File: src/rtl/ace_ccu_snoop_resp.sv
// rtl/ace_ccu_snoop_resp.sv - snoop CR response collector and aggregator
//
// Purpose:
//   Control entries from the snoop request path are queued in order. The
//   entry at the head of the queue names which snooped ports must answer
//   (sel) and which initiator gets the merged answer (idx). This block
//   collects one CR response from every selected port and ORs them together.
//   It then presents the merged response to the chosen initiator. Only one
//   transaction is handled at a time, and always the oldest one.
//
// Ports:
//   clk_i, rst_ni            clock, asynchronous active-low reset
//   ctrl_valid_i/ready_o     control entry handshake
//   ctrl_i                   control entry (packed struct: sel above idx)
//   cr_valids_i/readies_o    per-snooped-port CR handshake
//   cr_resps_i               per-snooped-port CR resp, port j at [5j+4:5j]
//   cr_valids_o/readies_i    per-initiator aggregated response handshake
//   cr_resp_o                aggregated response, shared by all initiators
module ace_ccu_snoop_resp #(
  parameter int unsigned NumInp    = 0,
  parameter int unsigned NumOup    = 0,
  parameter int unsigned CtrlDepth = 2,
  parameter type         ctrl_t    = logic,
  // Degenerate zero-sized defaults are clamped so the ports stay legal.
  localparam int unsigned InpW = (NumInp > 0) ? NumInp : 1,
  localparam int unsigned OupW = (NumOup > 0) ? NumOup : 1
) (
  input  logic              clk_i,
  input  logic              rst_ni,
  input  logic              ctrl_valid_i,
  output logic              ctrl_ready_o,
  input  ctrl_t             ctrl_i,
  input  logic [OupW-1:0]   cr_valids_i,
  output logic [OupW-1:0]   cr_readies_o,
  input  logic [OupW*5-1:0] cr_resps_i,
  output logic [InpW-1:0]   cr_valids_o,
  input  logic [InpW-1:0]   cr_readies_i,
  output logic [4:0]        cr_resp_o
);

  localparam int unsigned IdxW   = (NumInp > 1) ? $clog2(NumInp) : 1;
  localparam int unsigned DepthW = (CtrlDepth > 0) ? CtrlDepth : 1;
  localparam int unsigned PtrW   = (DepthW > 1) ? $clog2(DepthW) : 1;
  localparam int unsigned CntW   = $clog2(DepthW + 1);

  localparam logic [1:0] IDLE    = 2'd0;
  localparam logic [1:0] COLLECT = 2'd1;
  localparam logic [1:0] RESPOND = 2'd2;

  // Control FIFO
  ctrl_t            fifo_q [DepthW];
  logic [PtrW-1:0]  wr_ptr_q, wr_ptr_d;
  logic [PtrW-1:0]  rd_ptr_q, rd_ptr_d;
  logic [CntW-1:0]  cnt_q, cnt_d;
  logic             fifo_full, fifo_empty, push, pop;

  // Head entry split into fields. The entry is reinterpreted as a flat
  // vector so that the field layout does not depend on the default ctrl_t.
  logic [OupW+IdxW-1:0] head_bits;
  logic [OupW-1:0]      head_sel;
  logic [IdxW-1:0]      head_idx;

  // Transaction state
  logic [1:0]      state_q, state_d;
  logic [OupW-1:0] pending_q, pending_d;
  logic [4:0]      acc_q, acc_d;
  logic [OupW-1:0] cr_hs;
  logic [4:0]      cr_or;
  logic [InpW-1:0] resp_sel;

  assign fifo_full    = (cnt_q == CntW'(DepthW));
  assign fifo_empty   = (cnt_q == '0);
  assign ctrl_ready_o = !fifo_full;
  // No bypass: a full FIFO refuses the push even while the head pops.
  assign push         = ctrl_valid_i && !fifo_full;

  assign head_bits = (OupW + IdxW)'(fifo_q[rd_ptr_q]);
  assign head_sel  = head_bits[IdxW +: OupW];
  assign head_idx  = head_bits[IdxW-1:0];

  always_comb begin
    wr_ptr_d = wr_ptr_q;
    rd_ptr_d = rd_ptr_q;
    cnt_d    = cnt_q;
    if (push) begin
      wr_ptr_d = (wr_ptr_q == PtrW'(DepthW - 1)) ? '0 : wr_ptr_q + 1'b1;
    end
    if (pop) begin
      rd_ptr_d = (rd_ptr_q == PtrW'(DepthW - 1)) ? '0 : rd_ptr_q + 1'b1;
    end
    if (push && !pop) begin
      cnt_d = cnt_q + 1'b1;
    end else if (pop && !push) begin
      cnt_d = cnt_q - 1'b1;
    end
  end

  always_comb begin
    state_d      = state_q;
    pending_d    = pending_q;
    acc_d        = acc_q;
    pop          = 1'b0;
    cr_hs        = '0;
    cr_or        = '0;
    resp_sel     = '0;
    cr_readies_o = '0;
    cr_valids_o  = '0;
    cr_resp_o    = '0;
    case (state_q)
      IDLE: begin
        if (!fifo_empty) begin
          pending_d = head_sel;
          acc_d     = '0;
          state_d   = COLLECT;
        end
      end
      COLLECT: begin
        // Ready depends only on registered state, never on cr_valids_i.
        cr_readies_o = pending_q;
        cr_hs        = cr_valids_i & pending_q;
        for (int unsigned j = 0; j < OupW; j++) begin
          cr_or = cr_or | (cr_resps_i[j*5 +: 5] & {5{cr_hs[j]}});
        end
        acc_d     = acc_q | cr_or;
        pending_d = pending_q & ~cr_hs;
        // Looking at the next pending mask saves a cycle after the last
        // handshake; an empty sel leaves COLLECT after one cycle.
        if (pending_d == '0) begin
          state_d = RESPOND;
        end
      end
      RESPOND: begin
        resp_sel    = InpW'(1) << head_idx;
        cr_valids_o = resp_sel;
        cr_resp_o   = acc_q;
        if ((cr_readies_i & resp_sel) != '0) begin
          pop     = 1'b1;
          state_d = IDLE;
        end
      end
      default: begin
        state_d = IDLE;
      end
    endcase
  end

  always_ff @(posedge clk_i) begin
    if (push) begin
      fifo_q[wr_ptr_q] <= ctrl_i;
    end
  end

  always_ff @(posedge clk_i or negedge rst_ni) begin
    if (!rst_ni) begin
      wr_ptr_q  <= '0;
      rd_ptr_q  <= '0;
      cnt_q     <= '0;
      state_q   <= IDLE;
      pending_q <= '0;
      acc_q     <= '0;
    end else begin
      wr_ptr_q  <= wr_ptr_d;
      rd_ptr_q  <= rd_ptr_d;
      cnt_q     <= cnt_d;
      state_q   <= state_d;
      pending_q <= pending_d;
      acc_q     <= acc_d;
    end
  end

endmodule

File: config.mk
export PLATFORM = sky130hd
export DESIGN_NAME = ace_ccu_snoop_resp
export DESIGN_NICKNAME = d
export VERILOG_FILES = /design/src/rtl/ace_ccu_snoop_resp.sv
export SDC_FILE = /design/constraint.sdc
export NUM_CORES = 1
export LEC_CHECK = 0
export CAP_MARGIN = 20
export CORE_AREA = 2 2 39 41
export DETAILED_ROUTE_END_ITERATION = 16
export DIE_AREA = 0 0 41 43
export DONT_BUFFER_PORTS = 1
export PLACE_DENSITY = 0.72
export SYNTH_ARGS = -nofsm -noshare
export SYNTH_HDL_FRONTEND = slang
export SYNTH_SLANG_ARGS = --single-unit
File: constraint.sdc
create_clock -name clk_i -period 3.9 [get_ports clk_i]
set_input_delay 0.78 -clock clk_i [delete_from_list [all_inputs] [get_ports clk_i]]
set_output_delay 0.78 -clock clk_i [all_outputs]
set_load 0.05 [all_outputs]
==> metrics <==
largest net degree at the start of global routing 13; r2r setup slk between 1.5 and 2 ns; total wire length between 1000 and 1500 um; vias in the first global route roughly 370; initial antenna violation count 0; top-level I/O count 19; P_sw 0.1852 mW; initial drt markers 9; prevailing post-synth register cell dfrtp_1; sequential share of power 47.2%; PwrDens around 690 nW/um^2; final setup violation count 0; commonest non-fill, non-tap cell in the layout dfrtp_1; Die Footprint between 1500 and 2000 sq um; detailed placer's ending HPWL 785.1 um; Yosys cell types 25; #FFs+latches synth 14; register area share after synthesis between 50% and 60%; layout cell share with drive strength beyond 1 ~17%; CP Capture Type primary output; Cell Rows 14; CTS Buf Count 3; DR vias 412; sw frac 38.30%; CTS tree yes; Gates resized, CTS repair 0; Detailed Routing Iterations Pass 1 5; Hold WS roughly 0.19 ns; diode count 0; ANT nets after route 0; Highest Clock Rate ~0.45 GHz; die span in x 41 um; peak supply drop 0.3915 mV; Nets 71; syn nets 66; CP arrival about 1.5 ns; most frequent cells in the layout dfrtp_1, and2_1, a22o_1; Async S/R FF share, synth between 80% and 90%; outcome finished, final reports clean; utilization after layout between 50% and 60%; vias per cell between 5 and 6; Final Wtd Congestion 0.7293; Clock Tree Root clkbuf_4; Die Ht 43 um; depth of the CTS H-tree 1; Clock transition at path regs 0.08 ns; Initial Util between 40% and 50%; Slew Limit Fails 0; Setup TNS 0 ns; Hold Buf Count CTS 0; CP Class reg -> out; worst relative slew slack approximately 60%; Hold Path Class in -> async; Post-CTS Setup Bufs 0; GRT Util Overall 13.16%; syn_area_per_cell roughly 12 sq um; IO Port Bufs 0; Worst Clk Skew 0.008377 ns; Mapped Cells 54; first-pass GRT wire length 1518 um; mapped cell area ~650 sq um; Post-synth EDFFs 2; P_int between 0.2 and 0.3 mW; Logic pwr share approximately 36%; Worst-Margin Slew a little under 0.6 ns; Clk pwr share approximately 17%; Clock Tree Buf Depth 2; max_cap viols 0; yosys warns 0; Worst setup SP type flip-flop; Synth-to-Final Area Change 7.102%; Avg WL per Cell between 10 and 15 um; total clock sinks 14; Overflow after GRT 0; minimum clock period 2.244 ns; WP data required approximately 3.1 ns; static leakage 0.3139 nW; insertion delay to the later sink of the worst-skew pair between 0.2 and 0.3 ns; DRC violations left 0; Fin. Hold Viols 0; CP max FO 8; RSZ-0062 raised after global routing no; Core Box Area approximately 1400 sq um; final worst-path cycle share a little under three fifths
-- through the flow --
stage	power, mW	setup WS, ns	std cells	area (sq um)
6_report	0.4836	1.656	74	698.2
5_1_grt	0.5130	1.590	74	698.2
4_1_cts	0.4870	1.643	74	698.2
3_5_place_dp	0.4048	1.955	70	671.9
3_3_place_gp	0.4006	1.975	70	671.9
2_1_floorplan	0.3776	2.014	54	651.9
-- logic make-up after synthesis --
logic type | count (synthesis) | share of synthesized area (%)
buf+inv | 1 | 0.5753
flops | 14 | 55.28
xor+xnor | 4 | 5.375
compound gates | 10 | 12.28
mux | 1 | 1.536
fa+ha+maj | 1 | 1.919
simple gates | 23 | 23.03
-- flip-flops by register name, summed over array words and instances (netlist names) --
name,count
acc_q,5
cnt_q,2
fifo_q,2
state_q,2
pending_q,1
rd_ptr_q,1
wr_ptr_q,1
-- area by class of cell --
type                            instances  area, sq um
Tap cell                               16        20.02
Sequential cell                        14        360.3
Inverter                                1        3.754
Fill cell                             131        685.7
Clock buffer                            4        26.28
Multi-Input combinational cell         39        287.8
-- per-layer routing --
layer / vias up / share of wire, % / track usage [%]
li1: 198 / - / -
met1: 197 / 44 / 15.97
met2: 13 / 47 / 20.00
met3: 4 / 6.4 / 3.141
met4: 0 / 2.7 / 8.000
met5: - / 0 / 0
-- power groups by stage --
stage | combinational, mW | sequential [mW] | clock [mW]
floorplan | 0.154 | 0.223 | 0
global placement | 0.171 | 0.229 | 0
detailed placement | 0.174 | 0.230 | 0
CTS | 0.176 | 0.228 | 0.0836
global route | 0.190 | 0.235 | 0.0884
finish | 0.173 | 0.228 | 0.0818
-- cell usage after synthesis (all sizes together), types with 2 or more instances --
library cell  number  share of area [%]
and3               3                3.6
nand2b             2                1.9
o21ai              3                2.9
a22o               6                8.3
xnor2              2                2.7
nand2              3                1.7
xor2               2                2.7
dfrtp             12                 46
nor2               3                1.7
and2               7                6.9
edfxtp             2                9.2
-- final timing paths --
| path | start | endpoint | cells after the start |
|---|---|---|---|
| max | state_q[0]$_DFFE_PN0P_ | cr_resp_o[0] | 2 |
| min | rst_ni | wr_ptr_q$_DFFE_PN0P_ | 0 |
| max reg2reg | cnt_q[0]$_DFFE_PN0P_ | cnt_q[1]$_DFFE_PN0P_ | 7 |
| min reg2reg | rd_ptr_q$_DFFE_PN0P_ | rd_ptr_q$_DFFE_PN0P_ | 1 |
| max in group asynchronous | rst_ni | cnt_q[1]$_DFFE_PN0P_ | 0 |
| min in group clk_i | rd_ptr_q$_DFFE_PN0P_ | rd_ptr_q$_DFFE_PN0P_ | 1 |
-- worst max-delay path: stages (launching register included) --
cell,delay [ns]
dfrtp_1,0.43
and2b_4,0.31
and2_1,0.45
(Power assumes the default switching activity.)
